### config.mk
export PLATFORM = sky130hd
export DESIGN_NAME = inst_fetcher
export DESIGN_NICKNAME = d
export VERILOG_FILES = /design/src/rtl/inst_fetcher_pkg.sv /design/src/rtl/inst_fetcher.sv
export SDC_FILE = /design/constraint.sdc
export NUM_CORES = 1
export LEC_CHECK = 0
export ABC_AREA = 1
export CAP_MARGIN = 20
export CORE_MARGIN = 2
export CORE_UTILIZATION = 47
export DETAILED_ROUTE_END_ITERATION = 6
export PLACE_DENSITY = 0.95
export SETUP_SLACK_MARGIN = 0.15
export SYNTH_ARGS = -nofsm -noshare
export SYNTH_HDL_FRONTEND = slang
export SYNTH_SLANG_ARGS = --single-unit
### constraint.sdc
create_clock -name clk_in -period 6.6 [get_ports clk_in]
set_input_delay 1.65 -clock clk_in [delete_from_list [all_inputs] [get_ports clk_in]]
set_output_delay 1.65 -clock clk_in [all_outputs]
set_load 0.01 [all_outputs]
### src/rtl/inst_fetcher_pkg.sv
// Shared types and constants for the serial instruction fetcher.
// Fetch-FSM state encoding, default reset PC and the word-alignment helper.
package inst_fetcher_pkg;

    localparam logic [31:0] DEFAULT_RESET_PC = 32'h0000_0000;

    typedef enum logic [1:0] {
        S_REQ  = 2'b00,
        S_WAIT = 2'b01,
        S_HOLD = 2'b10,
        S_DROP = 2'b11
    } if_state_e;

    // Fetch addresses are always word aligned.
    function automatic logic [31:0] align_pc(input logic [31:0] addr);
        return {addr[31:2], 2'b00};
    endfunction

endpackage

### src/rtl/inst_fetcher.sv
// Serial instruction fetcher: one outstanding icache request, presents each word to the
// decoder until it issues, and handles ROB redirects including stale in-flight responses.
module inst_fetcher
    import inst_fetcher_pkg::*;
#(
    parameter logic [31:0] RESET_PC = DEFAULT_RESET_PC
) (
    input  logic        clk_in,
    input  logic        rst_in,
    input  logic        rdy_in,
    input  logic        wrong_predicted,
    input  logic [31:0] correct_pc,
    input  logic [31:0] next_pc,
    input  logic        jalr_stall,
    input  logic        issue_signal,
    output logic        icache_req,
    output logic [31:0] icache_addr,
    input  logic        icache_gnt,
    input  logic        icache_resp_valid,
    input  logic [31:0] icache_inst,
    output logic        valid,
    output logic        start_decoder,
    output logic [31:0] inst_addr,
    output logic [31:0] inst,
    output logic [31:0] fetch_cnt
);

    if_state_e   state;
    logic [31:0] pc;

    always_ff @(posedge clk_in or posedge rst_in) begin
        if (rst_in) begin
            state     <= S_REQ;
            pc        <= align_pc(RESET_PC);
            inst      <= 32'h0;
            inst_addr <= 32'h0;
            fetch_cnt <= 32'h0;
        end else if (rdy_in) begin
            unique case (state)
                S_REQ: begin
                    if (wrong_predicted) begin
                        pc <= align_pc(correct_pc);
                        // A grant in the redirect cycle leaves a stale response to absorb.
                        if (icache_gnt) state <= S_DROP;
                    end else if (icache_gnt) begin
                        state <= S_WAIT;
                    end
                end
                S_WAIT: begin
                    if (wrong_predicted) begin
                        pc    <= align_pc(correct_pc);
                        state <= icache_resp_valid ? S_REQ : S_DROP;
                    end else if (icache_resp_valid) begin
                        inst      <= icache_inst;
                        inst_addr <= pc;
                        state     <= S_HOLD;
                    end
                end
                S_HOLD: begin
                    // Redirect wins over a simultaneous issue; the flushed word is not counted.
                    if (wrong_predicted) begin
                        pc    <= align_pc(correct_pc);
                        state <= S_REQ;
                    end else if (issue_signal && !jalr_stall) begin
                        pc        <= align_pc(next_pc);
                        fetch_cnt <= fetch_cnt + 32'd1;
                        state     <= S_REQ;
                    end
                end
                S_DROP: begin
                    if (wrong_predicted) pc <= align_pc(correct_pc);
                    if (icache_resp_valid) state <= S_REQ;
                end
            endcase
        end
    end

    // Request is suppressed while reset is held so nothing goes out before release.
    assign icache_req    = (state == S_REQ) && !rst_in;
    assign icache_addr   = pc;
    assign valid         = (state == S_HOLD);
    assign start_decoder = (state == S_HOLD) && rdy_in;

endmodule
Word level (Yosys, flattened, before mapping). Cells that the tools add are included.

Flip-flop bits (word level): 130. Bits of input ports: 104.

$add $sub $neg: 1. Equal/unequal tests: 8. Mux-type cells: 14. Bitwise gates (word level): 1. Reductions and logical operators: 11.

Operators with widths (number): 2-to-1 mux 32 bit (3); one-hot mux 32 bit (2 select lines) (1); adder 32 x 1 -> 32 bit (second input constant) (1); 2-to-1 mux 2 bit (9); one-hot mux 2 bit (4 select lines) (1); AND reduction 4 bit (2); AND reduction 5 bit (1); equality test 2 bit (second input constant) (2); != test 2 bit (second input constant) (2); logical AND 1 bit (3); != test 3 x 2 -> 1 bit (second input constant) (1); != test 3 bit (second input constant) (1); AND reduction 3 bit (1); OR reduction 3 bit (1); equality test 2 x 1 -> 1 bit (second input constant) (1); zero test 1 bit (2); zero test 2 bit (1); != test 2 x 1 -> 1 bit (second input constant) (1); NOT 1 bit (1).

Longest topological paths before layout.
Word-level depth: 5. Depth in mapped cells: 9.

Worst setup path after synthesis. Ideal clock, no wire load.

Kind: input-to-output. From: input port rdy_in. To: output port start_decoder. Arrival time: 1.969 ns. Required time: 4.950 ns. Slack: 2.981 ns. Stages on the path: 2. Cell sequence: inv_1 -> nor3_1.

Word-level cells in the longest chain between the ends: 1.

Ends and longest elaborated chain: start, declared (RTL line inst_fetcher.sv:10) `input logic rdy_in,`; logical AND 1 bit (RTL line inst_fetcher.sv:82) `assign start_decoder = (state == S_HOLD) && rdy_in;`; end, declared (RTL line inst_fetcher.sv:22) `output logic start_decoder,`.

Every way passes these cells.

Final worst setup path. Same ends and word-level chain as after synthesis.

==> flow_metrics.py <==
metrics = {
    "critical_path": {
        "crit_type": "in2out",
        "end_kind": "output pin",
        "rrSetupSlack_ps": 3970,
        "worstReg2RegStart": "state[0]",
        "critPathMaxFanout": 4,
        "crit_arrival_ps": 2940,
        "crit_required_ps": 4950,
        "setup.worst_path.start": "rdy_in",
        "worstSetupStartpointType": "input port",
    },
    "sta": {
        "slew_violations": 0,
        "post-route-period-util_pct": 69.6,
        "relSlewSlack_pct": 43.8,
        "max_freq_mhz": 218,
        "final-setup-viol-count": 0,
        "worst_slew_pin_slew_ps": 841,
        "rsz0062_at_grt": "no",
        "hold_viol": 0,
        "period_minus_slack_ps": 4590,
        "skew_ps": 7.11,
        "setup_tns_ps": 0,
    },
    "routing": {
        "drc": 0,
        "wl_per_cell_um": 16.8,
        "drt_iter0_markers": 386,
        "via_per_inst": 5.10,
        "first_pass_iters": 5,
        "routed_wl_um": 17400,
        "num_vias": 5300,
        "final_antenna_net_count": 0,
    },
    "logic_synthesis": {
        "synthTopCellsByArea": "dfrtp_1 (54%), nand2_1 (7.8%), inv_1 (5.9%)",
        "synth_top_area_share_pct": 54.2,
        "ys_ff_latch": 126,
        "synth_adder_area_share_pct": 0.215,
        "synthTopCellsByCount": "dfrtp_1 (126), nand2_1 (121), inv_1 (91)",
        "yosysMostFrequentCell": "dfrtp_1",
        "avgSynthCellArea_um2": 9.24,
        "yosys.area_share.simple_pct": 17.9,
        "synth_seq_area_share_pct": 54.2,
        "synthXorXnorAreaFrac_pct": 2.11,
        "netlist_instances": 630,
        "synth_cell_types": 31,
        "synth.area.mux_share_pct": 6.19,
        "synth_top_family_by_area": "simple AND/OR/NAND/NOR gates",
        "synth_compound_area_share_pct": 10.0,
        "synth_edf_count": 0,
        "syn-cell-area_mm2": 0.00582,
        "synth_top_area_cell": "dfrtp_1",
        "async_flop_share_pct": 100,
        "yosysWarnings": 0,
        "synth_ff_type": "dfrtp_1",
    },
    "finish": {
        "stdcell_count": 1039,
        "layout-drive-gt1-share_pct": 7.93,
        "multi_input_area_mm2": 0.00215,
        "areaGrowthSynthToFinish_pct": 52.4,
        "fill_cells": 768,
        "fin_area_mm2": 0.00887,
        "sequential_cell_area_mm2": 0.00315,
        "nets": 962,
    },
    "place": {
        "dp.cells": 1004,
        "placed_cell_area_mm2": 0.00816,
        "place.gp.congestion": 0.885,
        "port_buffers": 226,
        "dp.final_hpwl_um": 11500,
    },
    "hold_path": {
        "min_path_type": "reg2reg",
        "hp-start": "inst[18]",
    },
    "floorplan": {
        "ios": 235,
        "die_h_um": 115,
        "rows": 40,
        "dieArea_mm2": 0.0133,
        "start_util_pct": 48.3,
        "coreArea_mm2": 0.0121,
        "dieWidth_um": 115,
    },
    "clocking": {
        "ctsResizeCount": 0,
        "post_cts_buffers": 0,
        "root_buffer": "clkbuf_16",
        "cts.clk_slew.worst_paths_ps": 50,
        "cts.sinks": 126,
        "clock_latency_ps": 410,
        "cts.htree.levels": 4,
        "hold_buffers": 0,
        "cts_tree": "yes",
        "clock_path_buffers": 2,
        "cts_buffers": 17,
    },
    "pwr": {
        "power_mw": 3.35,
        "ir_drop_mv": 0.181,
        "power.density_mw_per_mm2": 378,
        "p_leak_nw": 4.01,
    },
    "global_routing": {
        "grt_overflow_total": 0,
        "grt_usage_pct": 26.2,
        "antenna_found_initial": 0,
        "grt_pass1_vias": 5244,
        "grt_pass1_wl_um": 26600,
        "grt_max_degree": 85,
    },
    "run": {
        "maxCapViolCount": 0,
    },
    "outcome": {
        "outcome": "complete, no violations",
    },
}
==> stage by stage <==
step / setup slack (ps) / hold WS (ps) / util (%)
after floorplan: 1590 / 495 / -
after global placement: 2020 / 467 / 67.7
after detailed placement: 2020 / 478 / 67.7
after CTS: 2020 / 490 / 73.1
after global routing: 1970 / 497 / 73.5
final: 2010 / 489 / 73.5
==> metal layers <==
metal	wire length, um	vias to the layer above	track usage [%]
met2	8980	243	45.5
met4	678	0	13.3
met3	1410	58	7.80
met5	0	-	0
met1	6360	2528	29.3
li1	-	2471	-
==> area by class of cell <==
cell class                 count  area share (%)
antenna                        1          0.0282
timing repair buffer         232            26.4
multi-input combinational    387            24.3
inverter                      93            3.96
clock inverter                 4            1.35
sequential                   126            35.6
clock buffer                  28            6.05
tap                          168            2.37
==> registers in the layout (all words and copies together), names as in the netlist <==
register and flops:
state 2, icache_addr 30, fetch_cnt 32, inst_addr 30, inst 32
==> layout by cell type (no fill, tap or decap), types with 15 or more instances in the layout <==
master / count
o21ai_0: 33
clkbuf_16: 17
dfrtp_1: 126
mux2_1: 17
o211ai_1: 31
mux2_2: 15
nand3_1: 15
clkdlybuf4s50_1: 226
a21oi_1: 30
inv_1: 90
nand2_1: 120
nor2_1: 66
==> logic make-up (layout without fill, tap and decap cells) <==
family	count (synthesis)	after routing
multiplexers	32	32
buffers and inverters	120	357
adder cells (fa/ha/maj)	1	1
other	1	5
AND/OR/NAND/NOR	236	236
XOR/XNOR	14	14
flip-flops	126	126
AO/OA/AOI/OAI	100	100
==> final timing paths <==
| kind | endpoint | depth (start not counted) |
|---|---|---|
| max in group asynchronous | fetch_cnt[5] | 4 |
| setup / recovery | start_decoder | 4 |
| hold reg to reg | inst[18] | 1 |
| setup reg to reg | inst_addr[16] | 6 |
| hold / removal | inst[18] | 1 |
| min in group asynchronous | icache_addr[29] | 2 |
==> power by group <==
group | internal [mW] | switching [mW]
sequential | 1.03 | 0.154
combinational | 0.636 | 0.509
clock | 0.703 | 0.322
==> critical path, cell delays in order <==
cell,delay (ps)
clkdlybuf4s50_1,470
inv_1,100
nor3_1,140
clkdlybuf4s50_1,590
No activity file was read; power rests on OpenSTA's default activity.
==> edit, RTL diff (same settings) <==
The 4 states of `if_state_e` get a one-hot encoding in 4 bits.
--- a/src/rtl/inst_fetcher_pkg.sv
+++ b/src/rtl/inst_fetcher_pkg.sv
@@ -5,9 +5,9 @@
     localparam logic [31:0] DEFAULT_RESET_PC = 32'h0000_0000;
 
-    typedef enum logic [1:0] {
-        S_REQ  = 2'b00,
-        S_WAIT = 2'b01,
-        S_HOLD = 2'b10,
-        S_DROP = 2'b11
+    typedef enum logic [3:0] {
+        S_REQ  = 4'b0001,
+        S_WAIT = 4'b0010,
+        S_HOLD = 4'b0100,
+        S_DROP = 4'b1000
     } if_state_e;
 
Formal check against the unedited RTL: no difference found for any inputs over 4 cycles, from zero or initial values and one cycle with rst_in high; so few cycles prove little.
==> edit against the original RTL <==
  * Critical path depth unchanged
  * Synthesized area increased by 9.1%
  * Sequential power increased by 4%
  * Sequential cell count increased by 2
  * Count of clock-buffer cells in the layout decreased by 6
  * Cell area increased by 5.3%
  * Setup slack improved by 0.049 ns
  * Wire length decreased by 3.7%
  * Clock skew decreased by 0.00077 ns
  * Die area increased by 8.8%
  * Total power increased by 6.6%
  * Global-route usage decreased by 2.3 points
  * Critical endpoint unchanged
==> edit: results (changes against the original RTL) <==
dpl ws=2.05 ns (+0.0290 ns); WL met1=6.49 mm (+2.0%); router iterations before antenna repair=5 (unchanged); ranking of synthesized cells by area=dfrtp_1, nand2_1, inv_1; Main synth FF type=dfrtp_1; CP endpoint=start_decoder; Tightest Pin Transition=0.998 ns (+0.157 ns); reg2reg setup slack=4.40 ns (+0.43 ns); Routability Congestion=0.917 (+3.6%); # H-tree levels=4 (unchanged); post-DP HPWL=12.2 mm (+6.0%); Cell Area, Placed=8690 um2 (+6.5%); Tightest Hold Check Type=flop to flop; largest net degree at the start of global routing=100 (+18%); vias in the first global route=5637 (+7.5%); TritonCTS buffer count=17 (unchanged); area taken by multi-input logic gates=2520 um2 (+17%); synth cell count leaders=nand2_1, dfrtp_1, inv_1, nor2_1; FF-to-FF Start=state[0]; Leak=4.56 nW (+14%); number of placed instances, taps included=1177 (+17%); fin nets=1126 (+17%); met2 wire len=8.75 mm (-2.5%); Unique masters post-synth=32 (+3.2%); wire length on met3=938 um (-33%); clock skew=0.00634 ns (-0.000772 ns); FF-to-FF End=inst[13]; DR vias/cell=4.91 (-3.7%); layout cell share with drive strength beyond 1=5.23% (-2.7 points); global-route wire length before repair=27.0 mm (+1.7%); gr usage total=23.9% (-2.3 points); Top Layer Used=met4; total setup buffers inserted after CTS=0 (unchanged); Filler cells=1003 (+31%); Seq/Total Area, Yosys=50.5% (-3.7 points); crit share post-route=68.9% (-0.74 points); status=finished, final reports clean; switching power share of the total=33.1% (+3.7 points); worst path arrival time=2.89 ns (-0.05 ns); Critical Path Start=rdy_in; Worst-Skew Late Latency=0.41 ns (about the same); initial drt markers=364 (-5.7%); VDD IR max=0.211 mV (+17%); DR WL/cell=13.9 um (-17%); initial antenna violation count=1 (+1); mean area per synthesized cell=7.93 um2 (-14%); final WL=16.8 mm (-3.7%)
edit: metal layers:
layer,up-vias,global-route usage [%]
li1,2919,-
met3,51,6.27
met1,2757,26.7
met2,214,41.7
met4,0,12.6
met5,-,0
edit: worst min path at each step:
stage / from / end / slack (ns) / depth (start not counted)
global route: state[0] / state[0] / 0.50 / 2
detailed placement: state[0] / state[0] / 0.47 / 2
finish: state[0] / state[0] / 0.48 / 2
global placement: inst_addr[28] / inst_addr[28] / 0.47 / 2
CTS: state[0] / state[0] / 0.48 / 2
floorplan: state[0] / state[0] / 0.46 / 2
edit: critical path: stages:
cell,delay [ns]
clkdlybuf4s50_1,0.52
inv_1,0.07
nor2_1,0.10
clkdlybuf4s50_1,0.56
edit: power groups by stage:
stage | Combinational, mW | Clock, mW | Sequential, mW
5_1_grt | 1.50 | 1.03 | 1.27
3_5_place_dp | 1.36 | 0 | 1.24
2_1_floorplan | 0.530 | 0 | 1.33
4_1_cts | 1.37 | 0.989 | 1.23
3_3_place_gp | 1.30 | 0 | 1.22
6_report | 1.37 | 0.968 | 1.23
edit: cell type report:
cell class	count	share of cell area [%]
timing repair buffer	233	25.1
multi-input combinational	529	27.0
tap	176	2.36
sequential	128	34.3
clock buffer	22	5.29
inverter	112	4.53
clock inverter	9	1.39
antenna	1	0.0268
edit: cells by family (layout without fill, tap and decap cells):
group,count (synthesis),after routing,share of synthesized area [%]
AO/OA/AOI/OAI,99,99,8.02
XOR/XNOR,16,16,2.21
adder cells (fa/ha/maj),1,1,0.197
buffers and inverters,147,376,10.1
flip-flops,128,128,50.5
multiplexers,30,30,4.73
other,1,5,0.0591
AND/OR/NAND/NOR,379,379,24.2
